[src/rtl/pemstat_pkg.sv]
// ---------------------------------------------------------------------------
// pemstat_pkg
// Shared definitions for the statistics-counter read/control block:
//   - default parameter values for the counter bank
//   - register address map of the host-visible space
//   - FSM state encoding of the host transaction sequencer
// ---------------------------------------------------------------------------
package pemstat_pkg;

    localparam int NUM_CNT_DEF = 8;
    localparam int CNT_W_DEF   = 31;

    // Counters occupy addresses 0..NUM_CNT-1; the control registers sit at the top.
    localparam logic [4:0] ADDR_CARRY  = 5'h1C;
    localparam logic [4:0] ADDR_MASK   = 5'h1D;
    localparam logic [4:0] ADDR_CTRL   = 5'h1E;
    localparam logic [4:0] ADDR_CLRALL = 5'h1F;

    typedef enum logic [1:0] {
        ST_IDLE = 2'd0,
        ST_CAPT = 2'd1,
        ST_ACT  = 2'd2,
        ST_ACK  = 2'd3
    } state_t;

endpackage

[src/rtl/pemstat_rdctl_if.sv]
// ---------------------------------------------------------------------------
// pemstat_rdctl_if
// Host register-access bus (4-phase req/ack handshake).
//   req   : host request, held high until ack is seen, then dropped
//   wr    : 1 = write, 0 = read
//   addr  : 5-bit register address
//   wdata : 32-bit write data
//   ack   : transaction complete, held until req drops
//   rdata : 32-bit read data, valid while ack = 1
// Modports: master (host side), slave (pemstat_rdctl side).
// ---------------------------------------------------------------------------
interface pemstat_rdctl_if;

    logic        req;
    logic        wr;
    logic [4:0]  addr;
    logic [31:0] wdata;
    logic        ack;
    logic [31:0] rdata;

    modport master (
        output req, wr, addr, wdata,
        input  ack, rdata
    );

    modport slave (
        input  req, wr, addr, wdata,
        output ack, rdata
    );

endinterface

[src/rtl/pemstat_carry.sv]
// ---------------------------------------------------------------------------
// pemstat_carry
// Sticky carry (overflow-seen) register, its interrupt mask and the
// registered interrupt output.
//   clk, rst    : clock, synchronous active-high reset
//   cnt_ovf     : per-counter overflow flags; any high cycle sets carry[i]
//   carry_clr   : write-1-to-clear vector, valid for one cycle
//   mask_we     : mask register write enable (one cycle)
//   mask_wdata  : new mask value
//   carry, mask : current register contents (for host readback)
//   irq         : registered OR of unmasked carry bits
// ---------------------------------------------------------------------------
module pemstat_carry
    import pemstat_pkg::*;
#(
    parameter int NUM_CNT = NUM_CNT_DEF
) (
    input  logic               clk,
    input  logic               rst,
    input  logic [NUM_CNT-1:0] cnt_ovf,
    input  logic [NUM_CNT-1:0] carry_clr,
    input  logic               mask_we,
    input  logic [NUM_CNT-1:0] mask_wdata,
    output logic [NUM_CNT-1:0] carry,
    output logic [NUM_CNT-1:0] mask,
    output logic               irq
);

    logic [NUM_CNT-1:0] carry_q, carry_d;
    logic [NUM_CNT-1:0] mask_q, mask_d;
    logic               irq_q, irq_d;

    always_comb begin
        // Clear is applied after the set so a host clear beats a same-cycle overflow.
        carry_d = (carry_q | cnt_ovf) & ~carry_clr;
        mask_d  = mask_we ? mask_wdata : mask_q;
        // Evaluated from the registered carry, so irq trails a new carry bit by one cycle.
        irq_d   = |(carry_q & ~mask_q);
    end

    always_ff @(posedge clk) begin
        if (rst) begin
            carry_q <= '0;
            mask_q  <= '1;
            irq_q   <= 1'b0;
        end else begin
            carry_q <= carry_d;
            mask_q  <= mask_d;
            irq_q   <= irq_d;
        end
    end

    assign carry = carry_q;
    assign mask  = mask_q;
    assign irq   = irq_q;

endmodule

[src/rtl/pemstat_rdctl.sv]
// ---------------------------------------------------------------------------
// pemstat_rdctl
// Host register front-end for a bank of statistics counters.
// A request walks IDLE -> CAPT -> ACT -> ACK -> IDLE:
//   CAPT : read data registered from the addressed source
//   ACT  : exactly one strobe set pulses; register writes take effect
//   ACK  : ack held until the host drops req
// Ports:
//   clk, rst     : clock, synchronous active-high reset (aborts a transaction)
//   host         : pemstat_rdctl_if.slave host bus
//   cnt_val      : counter values, counter i at [i*CNT_W +: CNT_W]
//   cnt_ovf      : per-counter sticky overflow flags
//   cnt_clr      : one-cycle counter clear strobes
//   cnt_ovf_clr  : one-cycle overflow-flag clear strobes
//   cnt_ld       : one-cycle counter load strobes
//   cnt_ld_data  : load value, valid with cnt_ld
//   irq          : registered interrupt, unmasked carry pending
// Build option: define PEMSTAT_RDCLR_EN to enable the read-clear control bit
// (control bit0). Without it the bit reads 0 and counters clear only through
// the clear-all register.
// ---------------------------------------------------------------------------
module pemstat_rdctl
    import pemstat_pkg::*;
#(
    parameter int NUM_CNT = NUM_CNT_DEF,
    parameter int CNT_W   = CNT_W_DEF
) (
    input  logic                     clk,
    input  logic                     rst,
    pemstat_rdctl_if.slave           host,
    input  logic [NUM_CNT*CNT_W-1:0] cnt_val,
    input  logic [NUM_CNT-1:0]       cnt_ovf,
    output logic [NUM_CNT-1:0]       cnt_clr,
    output logic [NUM_CNT-1:0]       cnt_ovf_clr,
    output logic [NUM_CNT-1:0]       cnt_ld,
    output logic [CNT_W-1:0]         cnt_ld_data,
    output logic                     irq
);

    state_t             state_q, state_d;
    logic               ack_q, ack_d;
    logic [31:0]        rdata_q, rdata_d;
    logic               wr_q, wr_d;
    logic [4:0]         addr_q, addr_d;
    logic [31:0]        wdata_q, wdata_d;
    logic [NUM_CNT-1:0] clr_q, clr_d;
    logic [NUM_CNT-1:0] oclr_q, oclr_d;
    logic [NUM_CNT-1:0] ld_q, ld_d;
    logic [CNT_W-1:0]   ld_data_q, ld_data_d;

    logic [NUM_CNT-1:0] cnt_sel;
    logic               cnt_hit;
    logic [31:0]        rd_mux;
    logic               act_wr;
    logic [NUM_CNT-1:0] carry_clr;
    logic               mask_we;
    logic [NUM_CNT-1:0] carry;
    logic [NUM_CNT-1:0] mask;
    logic               rdclr;

    // wdata bit 31 has no destination when CNT_W < 32.
    logic               unused_wdata_msb;
    assign unused_wdata_msb = wdata_q[31];

    // Register side effects land at the end of ACT, the same cycle the strobes are visible.
    assign act_wr    = (state_q == ST_ACT) && wr_q;
    assign carry_clr = (act_wr && addr_q == ADDR_CARRY) ? wdata_q[NUM_CNT-1:0] : '0;
    assign mask_we   = act_wr && (addr_q == ADDR_MASK);

`ifdef PEMSTAT_RDCLR_EN
    logic rdclr_q, rdclr_d;

    always_comb begin
        rdclr_d = (act_wr && addr_q == ADDR_CTRL) ? wdata_q[0] : rdclr_q;
    end

    always_ff @(posedge clk) begin
        if (rst) begin
            rdclr_q <= 1'b0;
        end else begin
            rdclr_q <= rdclr_d;
        end
    end

    assign rdclr = rdclr_q;
`else
    assign rdclr = 1'b0;
`endif

    pemstat_carry #(
        .NUM_CNT (NUM_CNT)
    ) u_carry (
        .clk        (clk),
        .rst        (rst),
        .cnt_ovf    (cnt_ovf),
        .carry_clr  (carry_clr),
        .mask_we    (mask_we),
        .mask_wdata (wdata_q[NUM_CNT-1:0]),
        .carry      (carry),
        .mask       (mask),
        .irq        (irq)
    );

    // Address decode and read mux work on the request captured at IDLE exit.
    always_comb begin
        cnt_sel = '0;
        for (int i = 0; i < NUM_CNT; i++) begin
            cnt_sel[i] = (addr_q == 5'(i));
        end
        cnt_hit = |cnt_sel;

        rd_mux = '0;
        for (int i = 0; i < NUM_CNT; i++) begin
            if (cnt_sel[i]) begin
                rd_mux[CNT_W-1:0] = cnt_val[i*CNT_W +: CNT_W];
            end
        end
        case (addr_q)
            ADDR_CARRY: rd_mux[NUM_CNT-1:0] = carry;
            ADDR_MASK:  rd_mux[NUM_CNT-1:0] = mask;
            ADDR_CTRL:  rd_mux[0]           = rdclr;
            default:    ;
        endcase
    end

    always_comb begin
        state_d   = state_q;
        ack_d     = ack_q;
        rdata_d   = rdata_q;
        wr_d      = wr_q;
        addr_d    = addr_q;
        wdata_d   = wdata_q;
        clr_d     = '0;
        oclr_d    = '0;
        ld_d      = '0;
        ld_data_d = '0;

        case (state_q)
            ST_IDLE: begin
                if (host.req) begin
                    state_d = ST_CAPT;
                    wr_d    = host.wr;
                    addr_d  = host.addr;
                    wdata_d = host.wdata;
                end
            end
            ST_CAPT: begin
                state_d = ST_ACT;
                rdata_d = rd_mux;
                // Strobes are registered here so they are high for the ACT cycle only.
                if (wr_q) begin
                    if (cnt_hit) begin
                        ld_d      = cnt_sel;
                        ld_data_d = wdata_q[CNT_W-1:0];
                    end else if (addr_q == ADDR_CARRY) begin
                        oclr_d = wdata_q[NUM_CNT-1:0];
                    end else if (addr_q == ADDR_CLRALL) begin
                        clr_d  = '1;
                        oclr_d = '1;
                    end
                end else if (cnt_hit && rdclr) begin
                    clr_d = cnt_sel;
                end
            end
            ST_ACT: begin
                state_d = ST_ACK;
                ack_d   = 1'b1;
            end
            ST_ACK: begin
                if (!host.req) begin
                    state_d = ST_IDLE;
                    ack_d   = 1'b0;
                end
            end
            default: begin
                state_d = ST_IDLE;
                ack_d   = 1'b0;
            end
        endcase
    end

    // Control and host-visible outputs; reset drops any in-flight transaction.
    always_ff @(posedge clk) begin
        if (rst) begin
            state_q <= ST_IDLE;
            ack_q   <= 1'b0;
            rdata_q <= '0;
            clr_q   <= '0;
            oclr_q  <= '0;
            ld_q    <= '0;
        end else begin
            state_q <= state_d;
            ack_q   <= ack_d;
            rdata_q <= rdata_d;
            clr_q   <= clr_d;
            oclr_q  <= oclr_d;
            ld_q    <= ld_d;
        end
    end

    // Captured request fields and load data are only consumed under state qualification.
    always_ff @(posedge clk) begin
        wr_q      <= wr_d;
        addr_q    <= addr_d;
        wdata_q   <= wdata_d;
        ld_data_q <= ld_data_d;
    end

    assign host.ack    = ack_q;
    assign host.rdata  = rdata_q;
    assign cnt_clr     = clr_q;
    assign cnt_ovf_clr = oclr_q;
    assign cnt_ld      = ld_q;
    assign cnt_ld_data = ld_data_q;

endmodule

[src/flat_wrapper.sv]
// flat-port wrapper written by rule: the top's interface ports become plain ports
module pemstat_rdctl_flat import pemstat_pkg::*;
#(
    parameter int NUM_CNT = NUM_CNT_DEF,
    parameter int CNT_W   = CNT_W_DEF
)
  (clk, rst, cnt_val, cnt_ovf, cnt_clr, cnt_ovf_clr, cnt_ld, cnt_ld_data, irq, host_req, host_wr, host_addr, host_wdata, host_ack, host_rdata);
  pemstat_rdctl_if host_i ();
  input  logic clk;
  input  logic rst;
  input  logic [NUM_CNT*CNT_W-1:0] cnt_val;
  input  logic [NUM_CNT-1:0] cnt_ovf;
  output logic [NUM_CNT-1:0] cnt_clr;
  output logic [NUM_CNT-1:0] cnt_ovf_clr;
  output logic [NUM_CNT-1:0] cnt_ld;
  output logic [CNT_W-1:0] cnt_ld_data;
  output logic irq;
  input wire logic [$bits(host_i.req)-1:0] host_req;
  input wire logic [$bits(host_i.wr)-1:0] host_wr;
  input wire logic [$bits(host_i.addr)-1:0] host_addr;
  input wire logic [$bits(host_i.wdata)-1:0] host_wdata;
  output wire logic [$bits(host_i.ack)-1:0] host_ack;
  output wire logic [$bits(host_i.rdata)-1:0] host_rdata;
  assign host_i.req = host_req;
  assign host_i.wr = host_wr;
  assign host_i.addr = host_addr;
  assign host_i.wdata = host_wdata;
  assign host_ack = host_i.ack;
  assign host_rdata = host_i.rdata;
  pemstat_rdctl #(.NUM_CNT(NUM_CNT), .CNT_W(CNT_W)) u_core (.clk(clk), .rst(rst), .host(host_i), .cnt_val(cnt_val), .cnt_ovf(cnt_ovf), .cnt_clr(cnt_clr), .cnt_ovf_clr(cnt_ovf_clr), .cnt_ld(cnt_ld), .cnt_ld_data(cnt_ld_data), .irq(irq));
endmodule
[config.mk]
export PLATFORM = sky130hd
export DESIGN_NAME = pemstat_rdctl_flat
export DESIGN_NICKNAME = d
export VERILOG_FILES = /design/src/rtl/pemstat_pkg.sv /design/src/rtl/pemstat_rdctl_if.sv /design/src/rtl/pemstat_carry.sv /design/src/rtl/pemstat_rdctl.sv /design/src/flat_wrapper.sv
export SDC_FILE = /design/constraint.sdc
export NUM_CORES = 1
export LEC_CHECK = 0
export ABC_AREA = 1
export CAP_MARGIN = 20
export CORE_AREA = 2 2 152 154
export CTS_CLUSTER_DIAMETER = 30
export CTS_CLUSTER_SIZE = 8
export DETAILED_ROUTE_END_ITERATION = 8
export DIE_AREA = 0 0 154 156
export PLACE_DENSITY = 0.7
export RECOVER_POWER = 100
export SLEW_MARGIN = 20
export SYNTH_ARGS = -nofsm -noshare
export SYNTH_HDL_FRONTEND = slang
export SYNTH_SLANG_ARGS = --single-unit
[constraint.sdc]
create_clock -name clk -period 2.5 [get_ports clk]
set_input_delay 0.5 -clock clk [delete_from_list [all_inputs] [get_ports clk]]
set_output_delay 0.5 -clock clk [all_outputs]
set_load 0.1 [all_outputs]
# Word level (Yosys, flattened, before mapping)
# Cells that the tools add are included.
# op_classes
n_eq_ne,16
muxes,18
bitwise,8
n_reduce_logical,15
# ops
cell,count
31-bit 2-to-1 mux,8
8-bit 2-to-1 mux,3
"5-bit by 3-bit equality test with 1-bit output, second input constant",4
"5-bit equality test, second input constant",4
8-bit AND,2
8-bit inverter,2
8-bit OR reduction,2
7-bit case mux with 2 select lines,1
12-bit OR reduction,1
11-bit OR reduction,1
"5-bit by 2-bit equality test with 1-bit output, second input constant",2
8-bit OR,1
2-bit case mux with 4 select lines,1
2-bit AND reduction,3
"5-bit by 1-bit equality test with 1-bit output, second input constant",1
5-bit zero test,1
"2-bit equality test, second input constant",2
2-bit 2-to-1 mux,2
"2-bit != test, second input constant",2
4-bit OR reduction,1
1-bit logical AND,3
1-bit inverter,3
1-bit case mux with 3 select lines,1
3-bit AND reduction,1
other kinds (5),5
# totals
reg_bits,143
in_bits,297
output_inout_bits,89
elab_cells,70

# Longest topological paths before layout
# logic_depth
depth_word,10
ltp_mapped,11

# Cells and area by module
# From an unflattened synthesis, not the netlist that was laid out.
# unflattened
cells_unflattened,931
hier_area_um2,6866.6
# by_module_without_submodules
mod,n_inst,cells_per_inst,area_per_inst_um2,seq_area_each_um2
pemstat_rdctl,1,856,6184.7,2752.6
pemstat_carry,1,75,681.9,340.3

# Worst setup path before layout
# No wires, ideal clock.
# synth_timing
kind,register to output
from,reg u_core.cnt_clr[6] (netlist name)
to,out cnt_clr[1]
t_arrival_ns,1.464
t_required_ns,2.000
setup_slack_ns,0.536
path_stages_with_launch,2
path_buffers,1
path_cell_list,dfxtp_1 > buf_4
# synth_lines
element,line,rtl
end: declaration,flat_wrapper.sv:13,output logic [NUM_CNT-1:0] cnt_clr;

# Final worst setup path
# layout_timing
from,reg u_core.addr_q[1]
to,reg u_core.rdata_q[23] (netlist: u_core.host.rdata[23])
# layout_via
elab_chain_cells,9
word_cells_on_any_way,16
classes_between,eq/ne: 7; mux: 8; reduce/logical: 1
# layout_lines
element,line,rtl
start: declaration,pemstat_rdctl.sv:44,"logic [4:0] addr_q, addr_d;"
start signal: assignment,pemstat_rdctl.sv:204,addr_q <= addr_d;
5-bit zero test,pemstat_rdctl.sv:108,cnt_sel[i] = (addr_q == 5'(i));
31-bit 2-to-1 mux (7 in a row),pemstat_rdctl.sv:114,if (cnt_sel[i]) begin
31-bit 2-to-1 mux *,pemstat_rdctl.sv:114,
end signal: assignment,pemstat_rdctl.sv:194,rdata_q <= rdata_d;
end: declaration,pemstat_rdctl.sv:42,"logic [31:0] rdata_q, rdata_d;"
# Mark *: on every way between the ends. The rest lies on a longest branch, timed or not.
# A chain may end at the register's enable or synchronous reset.

==> metrics.cfg <==
[drt]
vias = 7555
drtIter0Drc = 534
postRouteAntennaNets = 0
viasPerCell = 4.82
drt_pass1_iterations = 5
wl_per_cell_um = 19.0
drc = 0
routed_wl_um = 29800

[floorplanning]
initial_core_util = 0.302
die_area_mm2 = 0.0240
fp.dieW_um = 154
dieHeight_um = 156
rows = 55
core_mm2 = 0.0224
io_pins = 386

[layout]
seqCellArea_mm2 = 0.00309
synthToLayoutAreaGrowth_pct = 60.9
drive_above_1_share = 0.0548
multiInputGateArea_mm2 = 0.00287
fillers = 2270
final_area_mm2 = 0.0109
fin_nets = 1566

[timing]
hold_violations = 0
rsz0062_at_grt = false
holdWs_ns = 0.463
setup_tns_ns = 0
fin_skew_ns = 0.00971
max_freq_mhz = 431
timing.slew.headroom = 0.147
setup_viol = 0
fin_crit_ns = 2.32
worst_pin_slew_ns = 1.29
slew_viol_final = 0
fin_crit_sh = 0.928

[synth]
netlist_instances = 912
synth_top_cell_by_area = dfxtp_1
synth.avg_cell_area_um2 = 7.41
synthTopCellsByCount = nand2_1 (141), nand4_1 (123), inv_1 (122), nor2_1 (117), dfxtp_1 (99)
synth_nets = 1214
synth-seq-area-share = 0.458
ys_warn_count = 0
synth_top_family_by_area = simple AND/OR/NAND/NOR gates
synth_area_mm2 = 0.00676
synth_compound_area_frac = 0.114
synth-simple-area-share = 0.299
yosysMostFrequentCell = nand2_1
async_reset_ff_frac = 0
ys_top_cells_by_area = dfxtp_1 (29%), edfxtp_1 (16%), nand4_1 (11%)
synth_top_area_share = 0.293
synth-xor-area-share = 0
synth_edf_count = 37
synth_flop_cell = dfxtp_1
muxShareOfSynthArea = 0
synthAdderAreaFrac = 0.00926
synthDistinctLibCells = 28
ys_seq_elements = 136

[worst_setup_path]
cp-end-kind = flip-flop
required_ns = 2.74
worst-r2r-setup-slack_ns = 0.18
reg2reg_depth = 9
worst-path-max-fanout = 10
start_kind = flip-flop
rr_endpoint = u_core.host.rdata[23]
worstSetupPathType = flip-flop to flip-flop
cp_data_arrival_time_ns = 2.56
r2r_start = u_core.addr_q[1]

[hold_path]
worstHoldPathType = flip-flop to flip-flop
holdPathEnd = u_core.cnt_ld_data[11]
hold_start = u_core.wdata_q[11]
min_path_cells = 2

[placement]
numPortBuffers = 383
place.gp.congestion = 0.943
place_area_mm2 = 0.0107
hpwl_um = 23300

[power_and_ir_drop]
finalPower_w = 0.00673
seqPwrFrac = 0.373
p_leak_nw = 4.49
intPower_w = 0.00449
irDropWorstVdd_mv = 0.827
power.density_mw_per_mm2 = 620
p_clk_frac = 0.352
power_frac_comb = 0.275
p_sw_w = 0.00225
p_sw_frac = 0.334

[grt]
overflow = 0
grt_util_all_layers = 0.240
grt_pass1_vias = 7388
grt_antenna_before_repair = 4
grt_pass1_wl_um = 43200
grt_max_degree = 96

[cts]
cts.sinks = 136
clkSlewWorstSetupHoldPaths_ns = 0.06
cts_setup_buffers = 0
hold_buffers = 0
htree_levels = 4
cts-root-buf = clkbuf_16
cts_tree = built
cts_made_buffers = 17
worstSkewPairLatency_ns = 0.41
ctsResizeCount = 0
cts_max_path_buffers = 2

[outcome]
outcome = completed

[flow_run]
max-cap-violations = 0

## power groups by stage
stage | logic [W] | clock network, W | registers (W)
after global placement | 0.00193 | 0 | 0.00255
after CTS | 0.00195 | 0.00243 | 0.00251
after detailed placement | 0.00194 | 0 | 0.00256
after floorplan | 0.000604 | 0 | 0.00302
after global routing | 0.00198 | 0.00252 | 0.00253
final | 0.00185 | 0.00237 | 0.00251
## worst max-delay path by stage
stage / from / endpoint / slack [ns] / depth (start not counted)
global placement: u_core.addr_q[0] / u_core.host.rdata[14] / 0.36 / 8
global route: u_core.addr_q[0] / u_core.host.rdata[23] / 0.12 / 9
finish: u_core.addr_q[1] / u_core.host.rdata[23] / 0.18 / 9
detailed placement: u_core.addr_q[1] / u_core.host.rdata[14] / 0.33 / 8
CTS: u_core.addr_q[1] / u_core.host.rdata[14] / 0.32 / 8
floorplan: u_core.cnt_clr[6] / cnt_clr[1] / 0.54 / 1
## sequential cells by signal (all words and copies together) (netlist names)
register              cells
u_core.wdata_q           31
u_core.cnt_ld_data       31
u_core.state_q            2
u_core.cnt_ovf_clr        8
u_core.host.rdata        31
u_core.host.ack           1
u_core.cnt_ld             8
u_core.addr_q             5
u_core.u_carry.irq        1
u_core.wr_q               1
u_core.cnt_clr            1
u_core.u_carry.mask       8
u_core.u_carry.carry      8
## routing by layer
layer / track usage / up-vias / routed length, µm
li1: - / 3789 / -
met1: 0.243 / 3411 / 10800
met2: 0.432 / 301 / 14900
met3: 0.100 / 52 / 2970
met4: 0.107 / 2 / 1090
met5: 0 / - / 13
## critical path: stages (launching register included)
cell and delay (ns):
edfxtp_1 0.46, nand2_1 0.18, inv_1 0.10, nand3_1 0.43, clkbuf_1 0.27, nor2_1 0.06
nor2_1 0.30, nand4_1 0.19, nand2_1 0.10, a21oi_1 0.06
## cells in the final DEF, fill, tap and decap left out, drive strengths merged, types with 2 or more instances in the layout
cell / count
nor3: 4
o211ai: 7
dlygate4sd3: 38
nor2: 123
inv: 129
nand4: 123
edfxtp: 37
dfxtp: 99
clkinv: 8
clkinvlp: 2
ha: 5
o21ai: 47
a221oi: 2
nand2: 141
nand3: 41
diode: 4
a21oi: 62
clkbuf: 114
buf: 15
a211oi: 6
o221ai: 8
clkdlybuf4s50: 257
o22ai: 6
## through the flow
step / utilization / setup slack, ns / cells
6_report: 0.486 / 0.181 / 1566
5_1_grt: 0.486 / 0.122 / 1564
4_1_cts: 0.502 / 0.315 / 1562
3_5_place_dp: 0.476 / 0.330 / 1530
3_3_place_gp: 0.476 / 0.357 / 1530
2_1_floorplan: - / 0.536 / 912
## cell families (layout without fill, tap and decap cells)
group | Yosys count | in the layout
AO/OA/AOI/OAI | 138 | 138
buffers and inverters | 199 | 564
other | 1 | 5
adder cells (fa/ha/maj) | 5 | 5
flip-flops | 136 | 136
AND/OR/NAND/NOR | 433 | 433
## layout make-up
| class | count | share of cell area |
|---|---|---|
| timing repair buffer | 404 | 0.322 |
| sequential | 136 | 0.285 |
| multi-input combinational | 577 | 0.264 |
| inverter | 128 | 0.0443 |
| clock buffer | 20 | 0.0411 |
| tap | 285 | 0.0328 |
| clock inverter | 12 | 0.0107 |
| antenna | 4 | 0.000921 |
No activity file was read; power rests on OpenSTA's default activity.
